### config.mk
export PLATFORM = sky130hd
export DESIGN_NAME = rf_window_spill_ctrl
export DESIGN_NICKNAME = d
export VERILOG_FILES = /design/src/rtl/rf_window_spill_ctrl.sv
export SDC_FILE = /design/constraint.sdc
export NUM_CORES = 1
export LEC_CHECK = 0
export ABC_AREA = 1
export CAP_MARGIN = 30
export CORE_MARGIN = 2
export CORE_UTILIZATION = 30
export DETAILED_ROUTE_END_ITERATION = 12
export DONT_BUFFER_PORTS = 1
export PLACE_DENSITY = 0.46
export RECOVER_POWER = 25
export SYNTH_ARGS = -nofsm -noshare
export SYNTH_HDL_FRONTEND = slang
export SYNTH_SLANG_ARGS = --single-unit
### constraint.sdc
create_clock -name CLK -period 2.5 [get_ports CLK]
set_clock_uncertainty 0.15 [all_clocks]
set_input_delay 0.5 -clock CLK [delete_from_list [all_inputs] [get_ports CLK]]
set_output_delay 0.5 -clock CLK [all_outputs]
set_load 0.01 [all_outputs]
### src/rtl/rf_window_spill_ctrl.sv
// rf_window_spill_ctrl
// Spill/fill sequencer for the windowed register file. On a window overflow
// (RF_SPILL) or underflow (RF_FILL) it moves 2*N words between the register
// file bus and a single-port data memory over a req/gnt/rvalid handshake,
// freezes the pipeline for the whole transfer, and tracks the spill-stack
// pointer and the number of windows currently held in memory.
//
// Optional build macro: RF_WINCTRL_STATS_EN adds the saturating 16-bit
// SPILL_CNT / FILL_CNT outputs counting successful transfers.
module rf_window_spill_ctrl #(
  parameter int                NBITS      = 64,
  parameter int                N          = 3,
  parameter int                ADDR_W     = 32,
  parameter int                MAX_SPILL  = 8,
  parameter logic [ADDR_W-1:0] STACK_BASE = 32'h0000_F000
) (
  input  logic              CLK,
  input  logic              RESET,
  input  logic              RF_SPILL,
  input  logic              RF_FILL,
  input  logic [NBITS-1:0]  RF_MEM_BUS,
  output logic [NBITS-1:0]  RF_MEM_BUSREAD,
  output logic              RF_XFER_ACK,
  output logic              STALL,
  output logic              DONE,
  output logic              ERR,
  output logic              MEM_REQ,
  output logic              MEM_WE,
  output logic [ADDR_W-1:0] MEM_ADDR,
  output logic [NBITS-1:0]  MEM_WDATA,
  input  logic              MEM_GNT,
  input  logic              MEM_RVALID,
  input  logic [NBITS-1:0]  MEM_RDATA
`ifdef RF_WINCTRL_STATS_EN
  ,
  output logic [15:0]       SPILL_CNT,
  output logic [15:0]       FILL_CNT
`endif
);

  localparam int WORDS   = 2 * N;
  localparam int CNT_W   = (WORDS > 1) ? $clog2(WORDS) : 1;
  localparam int DEPTH_W = $clog2(MAX_SPILL + 1);

  localparam logic [ADDR_W-1:0]  WORD_B     = ADDR_W'(NBITS / 8);
  localparam logic [CNT_W-1:0]   CNT_LAST   = CNT_W'(WORDS - 1);
  localparam logic [DEPTH_W-1:0] DEPTH_FULL = DEPTH_W'(MAX_SPILL);

  typedef enum logic [2:0] {
    S_IDLE,
    S_SPILL,
    S_FILL_REQ,
    S_FILL_WAIT,
    S_DONE
  } state_t;

  state_t             state;
  state_t             next_state;
  logic [CNT_W-1:0]   cnt;
  logic [ADDR_W-1:0]  sp;
  logic [DEPTH_W-1:0] depth;
  logic               err;

  // Request qualification in IDLE: a spill always beats a simultaneous fill,
  // and a request that would overflow/underflow the stack is refused.
  logic spill_req;
  logic fill_req;
  logic spill_refused;
  logic fill_refused;

  // Handshake events that move one word or finish a window.
  logic spill_word;
  logic fill_word;
  logic spill_last;
  logic fill_last;
  logic fill_grant;

  assign spill_req     = (state == S_IDLE) && RF_SPILL;
  assign fill_req      = (state == S_IDLE) && !RF_SPILL && RF_FILL;
  assign spill_refused = spill_req && (depth == DEPTH_FULL);
  assign fill_refused  = fill_req && (depth == '0);

  assign spill_word = (state == S_SPILL) && MEM_GNT;
  assign fill_grant = (state == S_FILL_REQ) && MEM_GNT;
  assign fill_word  = (state == S_FILL_WAIT) && MEM_RVALID;
  assign spill_last = spill_word && (cnt == CNT_LAST);
  assign fill_last  = fill_word && (cnt == CNT_LAST);

  // State register; reset abandons any partial transfer.
  always_ff @(posedge CLK or negedge RESET) begin
    if (!RESET) begin
      state <= S_IDLE;
    end else begin
      state <= next_state;
    end
  end

  // Next-state logic: one word per grant on spill, request/response pairs on fill.
  always_comb begin
    next_state = state;
    unique case (state)
      S_IDLE: begin
        if (spill_req) begin
          next_state = spill_refused ? S_DONE : S_SPILL;
        end else if (fill_req) begin
          next_state = fill_refused ? S_DONE : S_FILL_REQ;
        end
      end
      S_SPILL: begin
        if (spill_last) begin
          next_state = S_DONE;
        end
      end
      S_FILL_REQ: begin
        if (MEM_GNT) begin
          next_state = S_FILL_WAIT;
        end
      end
      S_FILL_WAIT: begin
        if (MEM_RVALID) begin
          next_state = (cnt == CNT_LAST) ? S_DONE : S_FILL_REQ;
        end
      end
      S_DONE: begin
        next_state = S_IDLE;
      end
      default: begin
        next_state = S_IDLE;
      end
    endcase
  end

  // Output decode: memory request fields come straight from state and SP so
  // they stay stable while a request waits for its grant.
  always_comb begin
    MEM_REQ        = 1'b0;
    MEM_WE         = 1'b0;
    MEM_ADDR       = '0;
    MEM_WDATA      = '0;
    RF_MEM_BUSREAD = '0;
    RF_XFER_ACK    = 1'b0;
    DONE           = 1'b0;
    unique case (state)
      S_SPILL: begin
        MEM_REQ     = 1'b1;
        MEM_WE      = 1'b1;
        MEM_ADDR    = sp;
        MEM_WDATA   = RF_MEM_BUS;
        RF_XFER_ACK = MEM_GNT;
      end
      S_FILL_REQ: begin
        MEM_REQ  = 1'b1;
        MEM_ADDR = sp - WORD_B;
      end
      S_FILL_WAIT: begin
        if (MEM_RVALID) begin
          RF_MEM_BUSREAD = MEM_RDATA;
          RF_XFER_ACK    = 1'b1;
        end
      end
      S_DONE: begin
        DONE = 1'b1;
      end
      default: begin
      end
    endcase
  end

  // The pipeline freezes as soon as a request appears, before the FSM leaves IDLE.
  assign STALL = (state != S_IDLE) || RF_SPILL || RF_FILL;
  assign ERR   = err;

  // Word counter: advances per transferred word, cleared at window end.
  always_ff @(posedge CLK or negedge RESET) begin
    if (!RESET) begin
      cnt <= '0;
    end else if (state == S_DONE) begin
      cnt <= '0;
    end else if (spill_word || fill_word) begin
      cnt <= (cnt == CNT_LAST) ? '0 : cnt + CNT_W'(1);
    end
  end

  // Stack pointer: post-increment on spill writes, pre-decrement on fill reads.
  always_ff @(posedge CLK or negedge RESET) begin
    if (!RESET) begin
      sp <= STACK_BASE;
    end else if (spill_word) begin
      sp <= sp + WORD_B;
    end else if (fill_grant) begin
      sp <= sp - WORD_B;
    end
  end

  // Spilled-window depth: changes only when a whole window has moved.
  always_ff @(posedge CLK or negedge RESET) begin
    if (!RESET) begin
      depth <= '0;
    end else if (spill_last) begin
      depth <= depth + DEPTH_W'(1);
    end else if (fill_last) begin
      depth <= depth - DEPTH_W'(1);
    end
  end

  // Sticky error flag, set on the same edge that sends a refused request to DONE.
  always_ff @(posedge CLK or negedge RESET) begin
    if (!RESET) begin
      err <= 1'b0;
    end else if (spill_refused || fill_refused) begin
      err <= 1'b1;
    end
  end

`ifdef RF_WINCTRL_STATS_EN
  logic [15:0] spill_cnt;
  logic [15:0] fill_cnt;

  // Saturating counts of completed windows; refused requests are not counted.
  always_ff @(posedge CLK or negedge RESET) begin
    if (!RESET) begin
      spill_cnt <= '0;
      fill_cnt  <= '0;
    end else begin
      if (spill_last && (spill_cnt != 16'hFFFF)) begin
        spill_cnt <= spill_cnt + 16'd1;
      end
      if (fill_last && (fill_cnt != 16'hFFFF)) begin
        fill_cnt <= fill_cnt + 16'd1;
      end
    end
  end

  assign SPILL_CNT = spill_cnt;
  assign FILL_CNT  = fill_cnt;
`endif

endmodule

Yosys cells after proc, flatten, opt, wreduce, memory -nomap -nowiden
Cells that the tools add are included.
{ "op_classes": {"n_eq_ne": 10, "mux": 25, "n_reduce_logical": 23, "addsub": 5} }
{ "op_table": {"columns": ["op", "n"], "rows": [
  ["$mux W64", 3],
  ["$mux W32", 2],
  ["$pmux W32 S2", 1],
  ["$mux W3", 11],
  ["$add A32 B4 Y32 const B", 1],
  ["$sub A32 B4 Y32 const B", 1],
  ["$pmux W3 S4", 1],
  ["$logic_and A1 B1 Y1", 10],
  ["$mux W4", 2],
  ["$eq A3 B2 Y1 const B", 2],
  ["$eq A3 B3 Y1 const B", 2],
  ["$ne A2 B2 Y1 const B", 3],
  ["$reduce_bool A2 Y1", 3],
  ["$add A4 B1 Y4 const B", 1],
  ["$eq A4 B4 Y1 const B", 1],
  ["$logic_not A4 Y1", 1],
  ["$logic_or A1 B1 Y1", 4],
  ["$mux W1", 4],
  ["$reduce_and A4 Y1", 1],
  ["$sub A4 B1 Y4 const B", 1],
  ["$add A3 B1 Y3 const B", 1],
  ["$eq A3 B1 Y1 const B", 1],
  ["$logic_not A3 Y1", 1],
  ["$ne A3 B3 Y1 const B", 1],
  ["other kinds (4)", 4]
]} }
{ "totals": {"ff_bits": 43, "elab_cells": 68, "input_bits": 134} }

Longest topological paths before layout
Gate-level depths: netlist of the first run.
{ "depth": {"word_depth": 8, "mapped_depth": 12, "depth_no_buf": 12} }

Least setup slack after synthesis of the first run
No wires, ideal clock.
{ "synth_timing": {"path_type": "register to output", "start": "reg sp[3]", "end": "out MEM_ADDR[23]", "stages_incl_launch_ff": 11, "arrival_ps": 1530, "slack_ps": 320, "path_cell_list": "dfrtp_1 -> inv_2 -> ha_1 -> nand3_2 -> nor2_2 -> nand2_1 -> nor2_1 -> nand2_1 -> nand2_1 -> nand2_1 -> o21ai_0"} }
{ "synth_between": {"elab_chain_cells": 2} }
{ "synth_lines": {"columns": ["item", "line_no", "source"], "rows": [
  ["from (decl)", "60", "logic [ADDR_W-1:0] sp;"],
  ["from (signal assigned)", "189", "sp <= sp + WORD_B;"],
  ["from (signal assigned)", "191", "sp <= sp - WORD_B;"],
  ["$sub A32 B4 Y32", "153", "MEM_ADDR = sp - WORD_B;"],
  ["$pmux W32 S2", "143", "unique case (state)"],
  ["to (decl)", "29", "output logic [ADDR_W-1:0] MEM_ADDR,"]
]} }
Every way passes these cells.

Worst setup path after layout of the first run
{ "layout_timing": {"start": "reg sp[3]", "end": "out MEM_ADDR[10]"} }
Same word-level chain as after synthesis.

==> impl_metrics.toml, run 1 <==
[global_route]
grt_overflow_total = 0
grt_antenna_before_repair = 2
grt_max_degree = 73
grt_pass1_wl_um = 35600
grt_pass1_vias = 5817
track_usage_pct = 26.3

[cts]
cts_tree = "done"
cts_buffers = 5
cts_buffer_depth = 2
clkSinkCount = 40
clk_pin_slew_ns = 0.07
insertion_delay_ns = 0.29
ctsHtreeMaxLevel = 2
clockRootBuffer = "clkbuf_16"

[worst_setup_path]
critPathMaxFanout = 7
path_class = "reg2out"
required_ns = 1.85
rr_worst_depth = 9
crit_start = "sp[3]"
start_kind = "register"
rrSetupSlack_ns = 0.23
worstSetupEndpoint = "MEM_ADDR[10]"
rr_startpoint = "state[0]"
worstPathArrival_ns = 1.85
end_kind = "primary output"
r2r-end = "sp[9]"

[timing]
layout_min_cycle_time_ns = 2.50
rsz0062_at_grt = "true"
setup_violations = 0
fmaxAchievable_mhz = 401
hold_violations = 0
fin_crit_sh_pct = 99.8
slew_headroom_pct = 18.7
tightestPinTransition_ns = 1.22
maxSlewViolCount = 0

[final_layout]
final_nets = 1175
drive_above_1_share_pct = 26.0
area_growth_pct = 33.2
finish.utilization_pct = 40.6
final_area_mm2 = 0.00672
fin_cells = 1259

[place]
dp.cells = 1222
place.port_buffers = 0
place_area_mm2 = 0.00600
hpwl_um = 19500
gp_congestion = 0.958

[detailed_routing]
drt_iter0_drc = 374
vias = 6239
route.detailed.drc = 0
ant_nets = 0
wl_um = 24600
routedWlPerCell_um = 19.5
firstDrtPassIters = 5
vias_per_cell = 4.96

[power]
swShare_pct = 53.3
ir_worst_vdd_mv = 0.698
seqPwrFrac_pct = 19.0
power.density_mw_per_mm2 = 1060
p_sw_mw = 3.79
p_leak_nw = 3.35
pwr-share-clk_pct = 11.1
combPwrFrac_pct = 69.9
total_power_mw = 7.10
internal_power_mw = 3.31

[synthesis]
synth_area_leaders = "nand2_1, dfrtp_1, nor2_1"
yosysTopAreaCellShare_pct = 19.3
seq_area_frac_synth_pct = 20.0
ys.warnings.count = 0
synthArstFlopShare_pct = 100
syn_inst = 934
synth-main-ff-cell = "dfrtp_1"
synth_top_area_cell = "nand2_1"
avgSynthCellArea_um2 = 5.40
ys_ff_latch = 40
synthesis.area_mm2 = 0.00504
synth.distinct_cells = 38
synth_edf_count = 0

[floorplanning]
die_w_um = 134
start_util_pct = 30.5
die_area_mm2 = 0.0179
fp-row-count = 47
ios = 300
fp.dieH_um = 134
core_area_mm2 = 0.0165

[run]
max_cap_viol_count = 0

[worst_hold_path]
min_path_type = "in2reg"

[run_status]
status = "complete, no violations"
-- cells in the mapped netlist, drive strengths merged (3+ instances only) --
library cell,n
a21oi,16
a31oi,3
buf,33
clkbuf,17
dfrtp,36
dfstp,4
ha,4
inv,132
nand2,267
nand3,77
nand4,11
nor2,230
o211ai,3
o21ai,57
o22ai,12
xor2,21
-- cell families after synthesis --
group                      after synthesis  share of synthesized area, %
other                                    1                        0.0744
xor gates and xnor gates                23                          4.00
muxes                                    1                         0.223
and+or+nand+nor                        589                          49.4
AOI/OAI and AO/OA                       93                          10.0
buffers and inverters                  182                          14.9
adders and majority gates                5                          1.39
DFF                                     40                          20.0
-- through the flow --
| step | setup TNS, ns | setup WS (ns) | hold WS (ns) |
|---|---|---|---|
| 6_report | 0 | 0.00384 | 0.213 |
| 3_3_place_gp | 0 | 0.110 | 0.0569 |
| 2_1_floorplan | 0 | 0.320 | 0.0544 |
| 4_1_cts | -0.0518 | -0.0220 | 0.209 |
| 5_1_grt | -1.28 | -0.138 | 0.231 |
| 3_5_place_dp | 0 | 0.103 | 0.0571 |
-- repair_timing --
| action | in CTS | in global routing |
|---|---|---|
| endpoints found under the hold margin | 40 | 0 |
| setup endpoints to repair | 20 | 24 |
| resized for setup | 35 | 78 |
| buffers inserted | 7 | 18 |
| hold buffers | 2 | 0 |
| pin swaps | 8 | 15 |
-- worst max-delay path, cell delays in order, from the launching register on --
cell	delay [ns]
dfrtp_1	0.39
inv_2	0.09
buf_6	0.11
nand3_4	0.09
nor2_4	0.11
buf_12	0.14
buf_4	0.10
buf_4	0.10
xor2_2	0.17
o22ai_2	0.09
buf_4	0.17
-- registers in the layout, indices dropped and copies added, names as in the netlist --
name / cells
cnt: 3
ERR: 1
state: 3
depth: 4
sp: 29
-- cell type report --
cell class	instances	area, um^2
Tap cell	220	275
Sequential cell	40	1020
Multi-Input combinational cell	714	3570
Clock inverter	3	42.5
Fill cell	1858	9810
Timing Repair Buffer	143	1170
Antenna cell	2	5.00
Inverter	132	500
Clock buffer	5	125
-- power groups by stage --
stage          Combinational, mW  Clock [mW]  Sequential (mW)
6_report                    4.96       0.786             1.35
5_1_grt                     5.45       0.835             1.39
2_1_floorplan               2.88           0             1.14
4_1_cts                     4.67       0.801             1.32
3_3_place_gp                4.48           0             1.32
3_5_place_dp                4.48           0             1.32
-- cell usage in the layout, fill, tap and decap left out, types with 2 or more instances in the layout --
cell	n
conb_1	3
nand2_1	245
o21ai_1	17
nor2_2	26
o22ai_1	10
xor2_1	15
inv_2	10
nand2_2	17
ha_1	3
nand3_1	72
dfrtp_2	13
nor2_4	15
o21ai_2	11
buf_12	6
nand3_4	3
nand2_4	4
nor2_1	188
nor3_1	2
o211ai_1	3
nand3_2	2
inv_4	2
xor2_2	6
dfstp_2	4
clkbuf_2	3
a21oi_1	16
inv_1	120
clkbuf_16	5
dfrtp_1	23
buf_6	7
o21ai_0	29
diode_2	2
or2_2	2
nand4_1	11
a31oi_1	3
xnor2_1	2
buf_4	126
o22ai_2	2
-- worst min path at each step --
stage                   to  slack (ns)  cells past startpoint     from
floorplan              ERR        0.05                      0    RESET
finish              sp[11]        0.21                      2  MEM_GNT
CTS                 sp[11]        0.21                      2  MEM_GNT
global route        sp[11]        0.23                      2  MEM_GNT
global placement    sp[21]        0.06                      0    RESET
detailed placement  sp[21]        0.06                      0    RESET
-- routing by layer --
metal	global-route usage (%)	share of wire (%)
met5	0	0
met1	30.7	39
met3	10.7	10
met4	4.61	1.3
met2	46.0	50
Power figures use the tool's default switching activity.
==> run 2, diff against run 1 <==
--- a/config.mk
+++ b/config.mk
@@ -7,6 +7,7 @@
 export LEC_CHECK = 0
 export ABC_AREA = 1
 export CAP_MARGIN = 30
+export CORE_ASPECT_RATIO = 1.4
 export CORE_MARGIN = 2
 export CORE_UTILIZATION = 30
 export DETAILED_ROUTE_END_ITERATION = 12
==> run 2 against run 1 <==
Compared with the run above: the flow now finishes with violations (negative setup slack); sequential share of layout area hardly changed; utilization is 0.086 points lower; critical path depth is 1 lower; maximum frequency is 2.6% lower; die area hardly changed; via count is 2.8% higher; hold slack worse by 0.0089 ns; worst setup slack worse by 0.068 ns; critical path type unchanged; highest routed layer unchanged.
==> impl_metrics.toml, run 2 (synthesis gave the netlist of run 1 again) <==
[run_status]
status = "finished with violations"
violations = "negative setup slack"

[detailed_routing]
firstDrtPassIters = 5
route.detailed.drc = 0
vias_per_cell = 5.10
vias = 6413
drt_iter0_drc = 398
routedWlPerCell_um = 18.8
wl_um = 23600
ant_nets = 0

[place]
hpwl_um = 18800
place.port_buffers = 0
gp_congestion = 0.947
dp.cells = 1216

[worst_setup_path]
critPathBufInv = 2
critPathMaxFanout = 7
path_class = "reg2out"
end_kind = "primary output"
path_delay_family = "simple AND/OR/NAND/NOR gates"
worstPathArrival_ns = 1.91
start_kind = "register"
required_ns = 1.85
crit_path_max_incr_delay_ns = 0.47
path_cells = "nor2_2 > nand2_2 > nor2_4 > buf_4 > nand2_2 > xor2_1 > nand2_1 > o21ai_1 > buf_4"
slowest_stage = "dfrtp_2"

[cts]
clkSinkCount = 40
clockRootBuffer = "clkbuf_16"
cts_buffer_depth = 2
cts_buffers = 5
clk_pin_slew_ns = 0.06
cts_tree = "done"
insertion_delay_ns = 0.30
ctsHtreeMaxLevel = 2

[timing]
setup_violations = 12
rsz0062_at_grt = "true"
slew_headroom_pct = 20.0
fmaxAchievable_mhz = 390
finalSetupTns_ns = -0.329
maxSlewViolCount = 0
layout_min_cycle_time_ns = 2.56
tightestPinTransition_ns = 1.20
hold_violations = 0
fin_crit_sh_pct = 103
layout_setup_ws_ns = -0.0638

[final_layout]
area_growth_pct = 33.6
max_flop_register = "sp"
final_cell_mix = "nand2_1, nor2_1, buf_4"
final_nets = 1192
largest_reg_flops = 29
nFillCells = 1838
fin_cells = 1258
drive_above_1_share_pct = 25.9
final_common_cell = "nand2_1"
top_regs = "sp x29, depth x4"

[floorplanning]
die_area_mm2 = 0.0179
fp.dieH_um = 157
die_w_um = 114
core_area_mm2 = 0.0166
fp-row-count = 56
start_util_pct = 30.3
ios = 300

[power]
power.density_mw_per_mm2 = 1070
ir_worst_vdd_mv = 0.504
p_leak_nw = 3.40

[global_route]
grt_pass1_wl_um = 33700
grt_antenna_before_repair = 1
grt_max_degree = 68
track_usage_pct = 24.8
grt_pass1_vias = 5856
grt_overflow_total = 0

[run]
max_cap_viol_count = 0

[worst_hold_path]
min_path_type = "in2reg"
[run 2: cell count changes in the layout (fill, tap and decap cells not counted), moves of 3 or more]
cell	change
buf_4	+22
dfrtp_1	-3
dfrtp_2	+3
nand2_1	+3
nor2_1	+7
nor2_2	-8
o21ai_0	+7
o21ai_2	-5
xor2_1	+3
xor2_2	-3
[run 2: where the power goes]
group | switching, mW | total, mW | internal (mW)
sequential | 0.417 | 1.36 | 0.942
combinational | 3.05 | 5.03 | 1.98
clock | 0.312 | 0.840 | 0.527
[run 2: metal layers]
layer / up-vias / track usage (%) / share of wire [%]
met2: 283 / 44.5 / 51
met5: - / 0 / 0
met1: 2986 / 28.2 / 38
met3: 41 / 7.82 / 8.5
li1: 3103 / - / -
met4: 0 / 7.20 / 2.5
[run 2: cell type report]
type	count	area, um^2	share of cell area (%)
flip-flops and latches	40	1030	15.2
inverters	132	502	7.45
clock buffers	7	153	2.27
diodes	1	2.50	0.0372
clock inverters	1	30.0	0.446
repair buffers	160	1270	18.8
multi-input cells	714	3500	52.0
well taps	203	254	3.77
[run 2: per-stage QoR]
stage                     hold slack (ns)  cell area [um^2]  power, mW  setup WS [ns]  util, %
final                               0.204              6730       7.23        -0.0638     40.6
after global routing                0.213              6730       7.77         -0.174     40.6
after CTS                           0.202              6510       7.05        -0.0663     39.2
after detailed placement           0.0563              6040       5.88         0.0975     36.4
after global placement             0.0565              6040       5.88         0.0967     36.4
after floorplan                    0.0544              5050       4.02          0.320        -
[run 2: timing repair]
| item | 4_1_cts | 5_1_grt |
|---|---|---|
| gates resized for setup | 34 | 54 |
| endpoints found under the hold margin | 40 | 0 |
| setup endpoints to repair | 28 | 25 |
| setup buffers | 18 | 13 |
| pin swaps | 7 | 14 |
| hold buffers | 2 | 0 |
[run 2: final timing paths]
check / from / to / slack [ns] / cells after the start
min: MEM_GNT / sp[11] / 0.20 / 2
max in group asynchronous: RESET / sp[6] / 0.50 / 2
min reg2reg: cnt[0] / cnt[0] / 0.37 / 1
max reg2reg: sp[12] / sp[24] / -0.01 / 18
max: sp[9] / MEM_ADDR[18] / -0.06 / 9
min in group asynchronous: RESET / sp[28] / 0.87 / 2
